--- config.mk ---
export PLATFORM = sky130hd
export DESIGN_NAME = instr_encoder_loader
export DESIGN_NICKNAME = d
export VERILOG_FILES = /design/src/rtl/instr_encoder_loader.sv
export SDC_FILE = /design/constraint.sdc
export NUM_CORES = 1
export LEC_CHECK = 0
export BUFFER_PORTS_ARGS = -buffer_cell sky130_fd_sc_hd__buf_2
export CAP_MARGIN = 20
export CORE_UTILIZATION = 30
export CTS_CLUSTER_DIAMETER = 30
export DETAILED_ROUTE_END_ITERATION = 10
export GPL_TIMING_DRIVEN = 0
export SETUP_SLACK_MARGIN = 0.15
export SLEW_MARGIN = 20
export SYNTH_ARGS = -nofsm -noshare
export SYNTH_HDL_FRONTEND = slang
export SYNTH_SLANG_ARGS = --single-unit
--- constraint.sdc ---
create_clock -name clk -period 5.66 [get_ports clk]
set_input_delay 0.283 -clock clk [delete_from_list [all_inputs] [get_ports clk]]
set_output_delay 0.283 -clock clk [all_outputs]
set_load 0.02 [all_outputs]
--- src/rtl/instr_encoder_loader.sv ---
`default_nettype none
// ============================================================================
// Module   : instr_encoder_loader
// Brief    : Packs field-level instruction requests into 32-bit ISA words,
//            range-checks them, queues them and streams them into imem.
// Revision : 1.0 - initial release
// ============================================================================
module instr_encoder_loader #(
    parameter int DEPTH     = 4,
    parameter int ADDR_W    = 10,
    parameter int BASE_ADDR = 0
) (
    input  logic              clk,
    input  logic              rst,
    input  logic              in_valid,
    output logic              in_ready,
    input  logic [2:0]        in_op,
    input  logic [2:0]        in_func3,
    input  logic [10:0]       in_func11,
    input  logic [4:0]        in_rd,
    input  logic [4:0]        in_rs1,
    input  logic [4:0]        in_rs2,
    input  logic [31:0]       in_imm,
    input  logic              start,
    output logic              imem_we,
    input  logic              imem_ready,
    output logic [ADDR_W-1:0] imem_addr,
    output logic [31:0]       imem_wdata,
    output logic              err_valid,
    output logic [1:0]        err_code,
    output logic              wrapped,
    output logic [ADDR_W:0]   count
);

    localparam int PTR_W = $clog2(DEPTH);

    localparam logic [2:0] c_OP_A = 3'b000;
    localparam logic [2:0] c_OP_B = 3'b001;
    localparam logic [2:0] c_OP_C = 3'b010;
    localparam logic [2:0] c_OP_D = 3'b011;
    localparam logic [2:0] c_OP_F = 3'b101;
    localparam logic [2:0] c_OP_G = 3'b110;

    localparam logic [1:0] c_ERR_NONE  = 2'd0;
    localparam logic [1:0] c_ERR_OP    = 2'd1;
    localparam logic [1:0] c_ERR_RANGE = 2'd2;
    localparam logic [1:0] c_ERR_ALIGN = 2'd3;

    localparam logic [0:0] c_S_IDLE  = 1'b0;
    localparam logic [0:0] c_S_WRITE = 1'b1;

    localparam logic [ADDR_W-1:0] c_BASE      = ADDR_W'(BASE_ADDR);
    localparam logic [ADDR_W:0]   c_COUNT_MAX = {1'b1, {ADDR_W{1'b0}}};

    logic [31:0]       r_mem [DEPTH];
    logic [PTR_W:0]    r_wr_ptr;
    logic [PTR_W:0]    r_rd_ptr;
    logic [0:0]        r_state;
    logic [ADDR_W-1:0] r_addr;
    logic [ADDR_W:0]   r_count;
    logic              r_wrapped;
    logic              r_err_valid;
    logic [1:0]        r_err_code;

    logic [31:0]       w_word;
    logic [1:0]        w_err;
    logic              w_fits16;
    logic              w_fits18;
    logic              w_fits21;
    logic              w_full;
    logic              w_empty;
    logic              w_accept;
    logic              w_push;
    logic              w_pop;
    logic [PTR_W:0]    w_level;
    logic [PTR_W:0]    w_level_next;

    // Signed range test: every bit above the field's sign bit must match it.
    assign w_fits16 = (&in_imm[31:15]) | ~(|in_imm[31:15]);
    assign w_fits18 = (&in_imm[31:17]) | ~(|in_imm[31:17]);
    assign w_fits21 = (&in_imm[31:20]) | ~(|in_imm[31:20]);

    always_comb begin
        w_word      = '0;
        w_err       = c_ERR_NONE;
        w_word[2:0] = in_op;
        w_word[5:3] = in_func3;
        case (in_op)
            c_OP_A: begin
                w_word[10:6]  = in_rd;
                w_word[15:11] = in_rs1;
                w_word[20:16] = in_rs2;
                w_word[31:21] = in_func11;
            end
            c_OP_B, c_OP_F: begin
                w_word[10:6]  = in_rd;
                w_word[15:11] = in_rs1;
                w_word[31:16] = in_imm[15:0];
                // Zero-extended shift forms of B take an unsigned 16-bit amount.
                if (in_op == c_OP_B && (in_func3 == 3'b101 || in_func3 == 3'b110)) begin
                    if (in_imm[31:16] != 16'd0) w_err = c_ERR_RANGE;
                end else if (!w_fits16) begin
                    w_err = c_ERR_RANGE;
                end
            end
            c_OP_C: begin
                w_word[15:11] = in_rs1;
                w_word[20:16] = in_rs2;
                w_word[10:6]  = in_imm[4:0];
                w_word[31:21] = in_imm[15:5];
                if (!w_fits16) w_err = c_ERR_RANGE;
            end
            c_OP_G: begin
                w_word[15:11] = in_rs1;
                w_word[20:16] = in_rs2;
                w_word[10:6]  = in_imm[6:2];
                w_word[31:21] = in_imm[17:7];
                if (in_imm[1:0] != 2'b00) w_err = c_ERR_ALIGN;
                else if (!w_fits18)       w_err = c_ERR_RANGE;
            end
            c_OP_D: begin
                w_word[10:6]  = in_rd;
                w_word[31:11] = in_imm[20:0];
                if (!w_fits21) w_err = c_ERR_RANGE;
            end
            default: w_err = c_ERR_OP;
        endcase
    end

    assign w_empty      = (r_wr_ptr == r_rd_ptr);
    assign w_full       = (r_wr_ptr[PTR_W] != r_rd_ptr[PTR_W]) &&
                          (r_wr_ptr[PTR_W-1:0] == r_rd_ptr[PTR_W-1:0]);
    assign in_ready     = !w_full && !start;
    assign w_accept     = in_valid && in_ready;
    assign w_push       = w_accept && (w_err == c_ERR_NONE);
    assign w_pop        = imem_we && imem_ready && !start;
    assign w_level      = r_wr_ptr - r_rd_ptr;
    assign w_level_next = w_level + (PTR_W+1)'(w_push) - (PTR_W+1)'(w_pop);

    always_ff @(posedge clk or posedge rst) begin
        if (rst) begin
            for (int i = 0; i < DEPTH; i++) r_mem[i] <= '0;
            r_wr_ptr <= '0;
            r_rd_ptr <= '0;
        end else if (start) begin
            r_wr_ptr <= '0;
            r_rd_ptr <= '0;
        end else begin
            if (w_push) begin
                r_mem[r_wr_ptr[PTR_W-1:0]] <= w_word;
                r_wr_ptr <= r_wr_ptr + (PTR_W+1)'(1);
            end
            if (w_pop) r_rd_ptr <= r_rd_ptr + (PTR_W+1)'(1);
        end
    end

    always_ff @(posedge clk or posedge rst) begin
        if (rst) begin
            r_state     <= c_S_IDLE;
            r_addr      <= c_BASE;
            r_count     <= '0;
            r_wrapped   <= 1'b0;
            r_err_valid <= 1'b0;
            r_err_code  <= c_ERR_NONE;
        end else begin
            r_err_valid <= w_accept && (w_err != c_ERR_NONE);
            r_err_code  <= w_accept ? w_err : c_ERR_NONE;
            if (start) begin
                r_state   <= c_S_IDLE;
                r_addr    <= c_BASE;
                r_count   <= '0;
                r_wrapped <= 1'b0;
            end else begin
                case (r_state)
                    c_S_IDLE:  if (!w_empty) r_state <= c_S_WRITE;
                    c_S_WRITE: if (w_pop && w_level_next == '0) r_state <= c_S_IDLE;
                    default:   r_state <= c_S_IDLE;
                endcase
                if (w_pop) begin
                    r_addr <= r_addr + ADDR_W'(1);
                    if (r_addr == {ADDR_W{1'b1}}) r_wrapped <= 1'b1;
                    if (r_count != c_COUNT_MAX) r_count <= r_count + (ADDR_W+1)'(1);
                end
            end
        end
    end

    assign imem_we    = (r_state == c_S_WRITE);
    assign imem_addr  = r_addr;
    assign imem_wdata = r_mem[r_rd_ptr[PTR_W-1:0]];
    assign err_valid  = r_err_valid;
    assign err_code   = r_err_code;
    assign wrapped    = r_wrapped;
    assign count      = r_count;

endmodule
`default_nettype wire

==> results of run 1 <==
[path summary, 6_finish.rpt]
kind / from / slack (ns) / end / depth (start not counted)
min: in_func3[2] / 0.15 / r_mem[69] / 2
max: r_rd_ptr[1] / 2.28 / imem_wdata[16] / 5
min in group asynchronous: rst / 0.50 / r_rd_ptr[2] / 3
min reg2reg: r_mem[30] / 0.51 / r_mem[30] / 1
max reg2reg: r_rd_ptr[0] / 2.56 / imem_we / 11
max in group asynchronous: rst / 4.38 / r_mem[44] / 4
[per-layer routing]
layer	part of all wire, %	up-vias
met2	47	148
li1	-	2717
met5	0	-
met1	48	3000
met4	1.7	0
met3	3.7	24
[logic make-up after synthesis]
group | after synthesis | share of synthesized area [%]
mux | 167 | 30.5
simple gates | 163 | 9.97
flops | 160 | 45.5
compound gates | 88 | 6.19
buf+inv | 54 | 3.44
xor+xnor | 25 | 2.49
fa+ha+maj | 12 | 1.88
[registers in the layout, indices dropped and copies added, names as in the netlist]
| register | cells |
|---|---|
| imem_addr | 10 |
| r_mem | 128 |
| r_rd_ptr | 3 |
| imem_we | 1 |
| wrapped | 1 |
| count | 11 |
| err_valid | 1 |
| err_code | 2 |
| r_wr_ptr | 3 |
[repair_timing]
| item | CTS | global route |
|---|---|---|
| buffers inserted | 0 | 0 |
| hold endpoints to repair | 82 | 0 |
| hold buffers | 1 | 0 |
[power groups by stage]
stage	Clock [uW]	Combinational [uW]	Sequential (uW)
global route	1380	915	1400
detailed placement	0	862	1400
floorplan	0	616	1380
global placement	0	849	1400
CTS	1330	867	1380
finish	1310	852	1390
[layout make-up]
type | count | share of cell area (%)
tap | 384 | 4.53
antenna | 1 | 0.0236
clock inverter | 14 | 2.02
multi-input combinational | 455 | 42.3
buffer | 44 | 2.50
sequential | 160 | 37.7
clock buffer | 18 | 4.14
inverter | 10 | 0.425
timing repair buffer | 128 | 6.30
[metrics by stage]
| stage | std cells | setup WS, ns | total power [uW] | utilization [%] | cell area (um2) |
|---|---|---|---|---|---|
| finish | 1214 | 2.28 | 3540 | 36.9 | 10600 |
| global placement | 1179 | -0.989 | 2250 | 34.4 | 9910 |
| floorplan | 669 | 1.06 | 1990 | - | 8800 |
| global route | 1213 | 2.10 | 3700 | 36.9 | 10600 |
| CTS | 1213 | 2.21 | 3580 | 36.9 | 10600 |
| detailed placement | 1180 | 2.53 | 2260 | 34.6 | 9940 |
[layout by cell type (no fill, tap or decap), drive strengths merged, types with 5 or more instances in the layout]
cell | synthesis | final
nor2 | 30 | 30
xor2 | 19 | 19
nand2b | 10 | 10
mux2 | 134 | 134
buf | 25 | 152
and3 | 8 | 8
mux4 | 32 | 32
o21ai | 30 | 30
ha | 10 | 10
a2111oi | 5 | 5
and2 | 8 | 8
dfrtp | 160 | 160
nand3 | 11 | 11
a221oi | 5 | 5
clkbuf | 19 | 37
nand2 | 54 | 54
inv | 10 | 18
nor2b | 18 | 18
xnor2 | 6 | 6
a21oi | 31 | 31
nand4 | 8 | 8
[worst max-delay path: cells and delay by family, from the launching register on]
family	cells	cell delay [ns]
buffers and inverters	4	1.84
muxes	1	0.43
DFF	1	0.39
==> metrics.txt, run 1 <==
status finished clean; grt total ovfl 0; Gates resized, CTS repair 0; critical path cell sequence buf_2 > buf_1 > clkbuf_1 > mux4_2 > buf_2; Yosys top cell by area dfrtp_1; most frequent cell after synthesis dfrtp_1; clk_lat worst skew 0.43 ns; Logic pwr share 24.0%; num rows 62; CTS Buffer Depth 2; Initial Util 30.6%; Startpoint Class register; Max Clock Freq 296 MHz; Clock Sinks 160; Multi-input gate area 4490 um2; Register Area 4000 um2; WL/cell 19.0 um; peak per-stage delay on the critical path 0.78 ns; clk root buf clkbuf_16; Seq cells post-synth 160; Yosys cell types 49; Worst slew margin 35.4%; ys async rst share 100%; number of setup violations in the final report 0; # fillers 2784; die width 173 um; syn avg cell area 13.2 um2; DRC 0; initial antenna violation count 1; Final HPWL DP 16300 um; CP Capture Type primary output; core outline area 28800 um2; Post-Synthesis Cells 669; Hold Violations, Final 0; Die Y 173 um; busiest metal layer after global routing met2; via-per-instance ratio 4.85; clock-pin slew on the worst setup and hold paths 0.07 ns; P_leak 0.00529 uW; number of global-route vias before repair 6151; Num CTS Buffers 17; Die Area 30000 um2; critical path type register to primary output; GR Util met1 21.6%; min-delay worst type input port to register; gpl congestion 0.863; Port Buf Inserts 126; Most Frequent Cell on Critical Path buf_2; Iter 0 DRT Violations 443; first-pass GRT wire length 36600 um; share of the synthesized area in the top cell type 45.5%; Fin Setup TNS 0 ns; Synth Net Count 750; peak supply drop 0.199 mV; PD cells 334 nW/um2; Post-synth EDFFs 0; met3 Track Usage GR 3.71%; Clock Skew 0.0142 ns; Sw Pwr 1050 uW; pin count of the biggest net entering global routing 84; Hold WS 0.149 ns; total wire length 23100 um; Total GRT Usage 16.0%; crit path time final 3.38 ns; CTS H-tree depth 4; CP Max Fanout 10; measured slew at the worst slew-check pin 0.969 ns; max cap viols 0; CTS tree done; Worst Path Required 5.38 ns; Int Pwr 2500 uW; most common flop cell mapped by yosys dfrtp_1; Post-Syn Area 8800 um2; share of layout cells above drive strength 1 42.1%; met2 Resource Use GR 25.2%; Seq pwr share 39.1%; Critical-path top delay cell clkbuf_1; switching share of power 29.6%; clock share of power 36.9%; Final Cycle Share 59.7%; I/O pin count 128; final net count 897; Initial DRT Pass Iterations 5; RSZ-0062 raised after global routing false; final slew viol count 0; post-synthesis sequential area ratio 45.5%; Routed Antenna Nets 0; DR vias 5889; Critical Path AT 3.10 ns; synth warn 0; leading post-synthesis cells by cell area dfrtp_1, mux2_4, mux4_2; area delta synth->final 20.6%; commonest cells in the netlist dfrtp_1, mux2_4, nand2_1
Power figures use the tool's default switching activity.
==> run 2, diff against run 1 <==
Clock period 5.66 ns to 3.1 ns, I/O delays scaled along.
==> metrics.txt, run 2 (synthesized netlist as in run 1, its figures left out) <==
CTS tree done; clk root buf clkbuf_16; Hold Violations, Final 0 (unchanged); critical path cell sequence buf_2 > buf_2 > inv_1 > fa_1 > inv_1 > fa_1 > inv_1 > ha_1 > xor2_1 > xnor2_1 > a311oi_1; Ant. Diodes 0 (-1); Num CTS Buffers 17 (unchanged); Critical Path End imem_we; Worst slew margin 59.7% (+24 points); Cells after DPL 1184 (+0.34%); share of layout cells above drive strength 1 43.3% (+1.2 points); Multi-input gate area 4490 um2 (unchanged); measured slew at the worst slew-check pin 0.599 ns (-0.370 ns); clock share of power 34.0% (-2.9 points); min-delay worst type input port to register; Post-DP Area 10000 um2 (+0.77%); CP Capture Type register; worst-case reg-to-reg path depth 11 (unchanged); Post-Place Setup Slack -0.0284 ns (-2.56 ns); delay-heaviest family, CP adder cells; Most Frequent Cell on Critical Path inv_1; total wire length 23400 um (+1.2%); postcts setup bufs 0 (unchanged); r2r startpoint r_rd_ptr[0]; clk_lat worst skew 0.45 ns (+0.02 ns); commonest non-fill, non-tap cell in the layout dfrtp_1; Register Area 4000 um2 (unchanged); num rows 62 (unchanged); P_leak 0.00531 uW (+0.34%); DRC 0 (unchanged); number of setup violations in the final report 0 (unchanged); Die Y 173 um (unchanged); status finished clean; Fin Setup TNS 0 ns (unchanged); CTS H-tree depth 4 (unchanged); Die Area 30000 um2 (unchanged); register-to-register setup slack 0.28 ns (-2.28 ns); Seq pwr share 40.8% (+1.7 points); # fillers 2821 (+1.3%); Port Buf Inserts 126 (unchanged); reg-to-reg endpoint imem_we; core outline area 28800 um2 (unchanged); first-pass GRT wire length 36900 um (+0.83%); CTS Buffer Depth 2 (unchanged); Final HPWL DP 16900 um (+3.6%); critical path type register to register; Worst Setup SP r_rd_ptr[0]; register with the most flip-flops r_mem; final worst slack 0.280 ns (-2.00 ns); Final Non-Filler Cells 1217 (+0.25%); Sw Pwr 1900 uW (+82%); Finished Cell Area 10600 um2 (about the same); Crit path depth 11 (+6); Bufs and invs on worst path 5 (+1); Clock Skew 0.0239 ns (+0.00968 ns); I/O pin count 128 (unchanged); clock-pin slew on the worst setup and hold paths 0.07 ns (about the same); Logic pwr share 25.2% (+1.2 points); max FFs per register 128 (unchanged); Critical-path top delay cell fa_1; CP Max Fanout 10 (unchanged); switching share of power 30.7% (+1.1 points); Max Clock Freq 355 MHz; pin count of the biggest net entering global routing 34 (-60%); final slew viol count 0 (unchanged); gpl congestion 0.861 (-0.23%); WL/cell 19.2 um (+0.97%); PD cells 584 nW/um2 (+75%); grt total ovfl 0 (unchanged); Clock Sinks 160 (unchanged); Total GRT Usage 16.1% (+0.13 points); Startpoint Class register; area delta synth->final 20.6% (about the same); Worst Path Required 3.43 ns (-1.95 ns); via-per-instance ratio 4.81 (-0.86%); peak per-stage delay on the critical path 0.40 ns (-0.38 ns); number of global-route vias before repair 6223 (+1.2%); peak supply drop 0.388 mV (+95%); Int Pwr 4300 uW (+72%); Iter 0 DRT Violations 273 (-38%); Initial Util 30.6% (unchanged); crit path time final 2.82 ns; final net count 901 (+0.45%); DR vias 5853 (-0.61%); most frequent cells in the layout dfrtp_1, buf_2, mux2_4; initial antenna violation count 0 (-1); Critical Path AT 3.15 ns (+0.05 ns); Pwr Total 6200 uW (+75%); Hold Path Stages 2 (unchanged); die width 173 um (unchanged); Routed Antenna Nets 0 (unchanged); Final Cycle Share 91.0%; max cap viols 0 (unchanged); RSZ-0062 raised after global routing true; Initial DRT Pass Iterations 5 (unchanged)
==> run 2: changes by cell type in the layout (fill, tap and decap cells not counted), sizes merged, moves of 2 or more <==
cell	delta
buf	+2
bufinv	-3
clkinv	+2
clkinvlp	+3
==> run 2: through the flow <==
stage,hold slack [ns],util [%]
3_5_place_dp,0.228,34.8
6_report,0.0121,36.9
3_3_place_gp,0.467,34.4
2_1_floorplan,0.304,-
5_1_grt,0.0201,36.9
4_1_cts,0.0104,36.9
==> run 2: final cells by class <==
| type | count | share of cell area [%] |
|---|---|---|
| multi-input cells | 455 | 42.3 |
| flip-flops and latches | 160 | 37.7 |
| repair buffers | 132 | 7.05 |
| well taps | 384 | 4.53 |
| clock buffers | 17 | 4.01 |
| plain buffers | 44 | 2.59 |
| clock inverters | 15 | 1.38 |
| inverters | 10 | 0.389 |
==> run 2: worst min path at each step <==
stage                start          to  slack [ns]
5_1_grt        in_func3[2]  r_mem[101]        0.02
6_report       in_func3[2]  r_mem[101]        0.01
4_1_cts        in_func3[2]  r_mem[101]        0.01
2_1_floorplan  in_func3[1]  r_mem[100]        0.30
3_3_place_gp   in_func3[2]  r_mem[101]        0.47
3_5_place_dp           rst   err_valid        0.23
==> run 2: power groups by stage <==
stage	logic, uW	clock network (uW)	registers [uW]
2_1_floorplan	1130	0	2510
3_3_place_gp	1550	0	2550
3_5_place_dp	1590	0	2550
4_1_cts	1590	2160	2520
5_1_grt	1690	2220	2560
6_report	1560	2110	2530
==> run 2: repair_timing <==
action / CTS / global route
endpoints found under the setup margin: 20 / 20
gates resized for setup: 5 / 6
hold buffers: 1 / 0
hold endpoints to repair: 18 / 0
==> run 2: per-layer routing <==
metal  up-vias  track usage, %  part of all wire (%)
met5         -               0                     0
met4         0            5.75                   2.0
met3        20            2.83                   3.0
met2       123            25.5                    48
met1      2983            22.1                    47
li1       2727               -                     -
==> run 3, diff against run 2 <==
Settings changed: RECOVER_POWER set to 50.
==> metrics.txt, run 3 (synthesized netlist as in run 1, its figures left out) <==
status finished clean; Final Cycle Share 90.9% (about the same); measured slew at the worst slew-check pin 1.00 ns (+0.404 ns); number of global-route vias before repair 6223 (unchanged); register with the most flip-flops r_mem; hold path endpoint r_mem[101]; Logic pwr share 25.1% (about the same); fin util 36.6% (-0.30 points); CTS tree done; met3 Track Usage GR 2.83% (unchanged); final slew viol count 0 (unchanged); area delta synth->final 19.7%; Die Y 173 um (unchanged); met2 Resource Use GR 25.5% (unchanged); CTS Buffer Depth 2 (unchanged); Hold Path Stages 2 (unchanged); Seq pwr share 40.9% (about the same); delay-heaviest family, CP adder cells; GR Util met1 22.1% (unchanged); Routed Antenna Nets 0 (unchanged); Critical Path AT 3.15 ns (about the same); switching share of power 30.7% (+0.053 points); first-pass GRT wire length 36900 um (unchanged); Final HPWL DP 16900 um (unchanged); Critical-path top delay cell fa_1; clock-pin slew on the worst setup and hold paths 0.07 ns (about the same); clock share of power 34.0% (about the same); CTS H-tree depth 4 (unchanged); max FFs per register 128 (unchanged); core outline area 28800 um2 (unchanged); max cap viols 0 (unchanged); share of layout cells above drive strength 1 40.2% (-3.1 points); DRC 0 (unchanged); Port Buf Inserts 126 (unchanged); Initial DRT Pass Iterations 4 (-1); reg-to-reg endpoint imem_we; initial antenna violation count 0 (unchanged); register-to-register setup slack 0.28 ns (about the same); Clock Skew 0.0162 ns (-0.00772 ns); number of setup violations in the final report 0 (unchanged); clk_lat worst skew 0.44 ns (about the same); clk root buf clkbuf_16; final worst slack 0.283 ns (+0.00276 ns); Hold Violations, Final 0 (unchanged); PD cells 588 nW/um2 (+0.67%); # fillers 2842 (+0.74%); critical path type register to register; RSZ-0062 raised after global routing true; commonest non-fill, non-tap cell in the layout dfrtp_1; P_leak 0.00517 uW (-2.5%); DR vias 5857 (+0.068%); die width 173 um (unchanged); Worst Path Required 3.43 ns (about the same); Post-DP Area 10000 um2 (unchanged); Most Frequent Cell on Critical Path inv_1; Bufs and invs on worst path 5 (unchanged); Die Area 30000 um2 (unchanged); Int Pwr 4290 uW (-0.22%); I/O pin count 128 (unchanged); Post-Place Setup Slack -0.0284 ns (unchanged); most frequent cells in the layout dfrtp_1, mux2_4, buf_2; Num CTS Buffers 17 (unchanged); pin count of the biggest net entering global routing 34 (unchanged); peak per-stage delay on the critical path 0.40 ns (about the same); Final Non-Filler Cells 1218 (+0.082%); Clock Sinks 160 (unchanged); grt total ovfl 0 (unchanged); CP Capture Type register; Hold Crit Start in_func3[2]; worst-case reg-to-reg path depth 11 (unchanged); r2r startpoint r_rd_ptr[0]; Max Clock Freq 355 MHz (about the same); WL/cell 19.2 um (about the same); busiest metal layer after global routing met2; final net count 901 (unchanged); Worst slew margin 32.7% (-27 points); num rows 62 (unchanged); Iter 0 DRT Violations 254 (-7.0%); Sw Pwr 1900 uW (about the same); Total GRT Usage 16.1% (unchanged); via-per-instance ratio 4.81 (about the same); Startpoint Class register; CP Max Fanout 10 (unchanged); Cells after DPL 1184 (unchanged); Finished Cell Area 10500 um2 (-0.80%); peak supply drop 0.387 mV (-0.21%); min-delay worst type input port to register; total wire length 23400 um (about the same); gpl congestion 0.861 (unchanged); crit path time final 2.82 ns (-0.00276 ns); Worst Setup SP r_rd_ptr[0]; critical path cell sequence buf_2 > buf_2 > inv_1 > fa_1 > inv_1 > fa_1 > inv_1 > ha_1 > xor2_1 > xnor2_1 > a311oi_1; Initial Util 30.6% (unchanged)
-- run 3: cell count changes in the layout (fill, tap and decap cells not counted), sizes merged --
cell | previous run | this run
clkbuf | 38 | 67
diode | 0 | 1
buf | 154 | 125
-- run 3: worst max-delay path by stage --
stage | end | slack [ns] | cells after the start
floorplan | imem_we | 0.17 | 12
global route | imem_we | 0.10 | 11
finish | imem_we | 0.28 | 11
detailed placement | imem_we | -0.03 | 11
CTS | imem_wdata[16] | 0.12 | 4
global placement | r_mem[55] | -0.26 | 2
-- run 3: worst reg2reg max path, cell delays in order (launching register included) --
cell and delay [ns]:
dfrtp_1 0.35, buf_2 0.30, buf_2 0.36, inv_1 0.10, fa_1 0.40, inv_1 0.07, fa_1 0.40, inv_1 0.07
ha_1 0.16, xor2_1 0.17, xnor2_1 0.08, a311oi_1 0.26
-- run 3: layer usage --
metal	share of wire, %	vias up
li1	-	2732
met1	47	2985
met2	48	114
met3	3.0	26
met4	2.1	0
met5	0	-
-- run 3: cell type report --
class	instances	area [um2]	share of cell area, %
Antenna cell	1	2.50	0.0238
Buffer	44	275	2.61
Clock buffer	17	425	4.04
Clock inverter	15	146	1.39
Inverter	10	38.8	0.368
Multi-Input combinational cell	455	4490	42.7
Sequential cell	160	4000	38.0
Tap cell	384	480	4.56
Timing Repair Buffer	132	663	6.30
-- run 3: timing repair --
| item | CTS | global route |
|---|---|---|
| resized for setup | 5 | 6 |
| cloned | 0 | 0 |
| endpoints found under the hold margin | 18 | 0 |
| endpoints found under the setup margin | 20 | 20 |
| hold buffers | 1 | 0 |
| setup buffers | 0 | 0 |
-- run 3: power groups by stage --
stage	registers [uW]	logic, uW	clock network, uW
floorplan	2510	1130	0
global placement	2550	1550	0
detailed placement	2550	1590	0
CTS	2520	1590	2160
global route	2560	1680	2220
finish	2530	1550	2110
-- run 3: through the flow --
| step | hold WS (ns) | total power [uW] | setup TNS (ns) |
|---|---|---|---|
| detailed placement | 0.228 | 4140 | -0.0284 |
| global route | 0.0201 | 6460 | 0 |
| CTS | 0.0104 | 6270 | 0 |
| global placement | 0.467 | 4100 | -39.14 |
| floorplan | 0.304 | 3640 | 0 |
| finish | 0.0161 | 6190 | 0 |
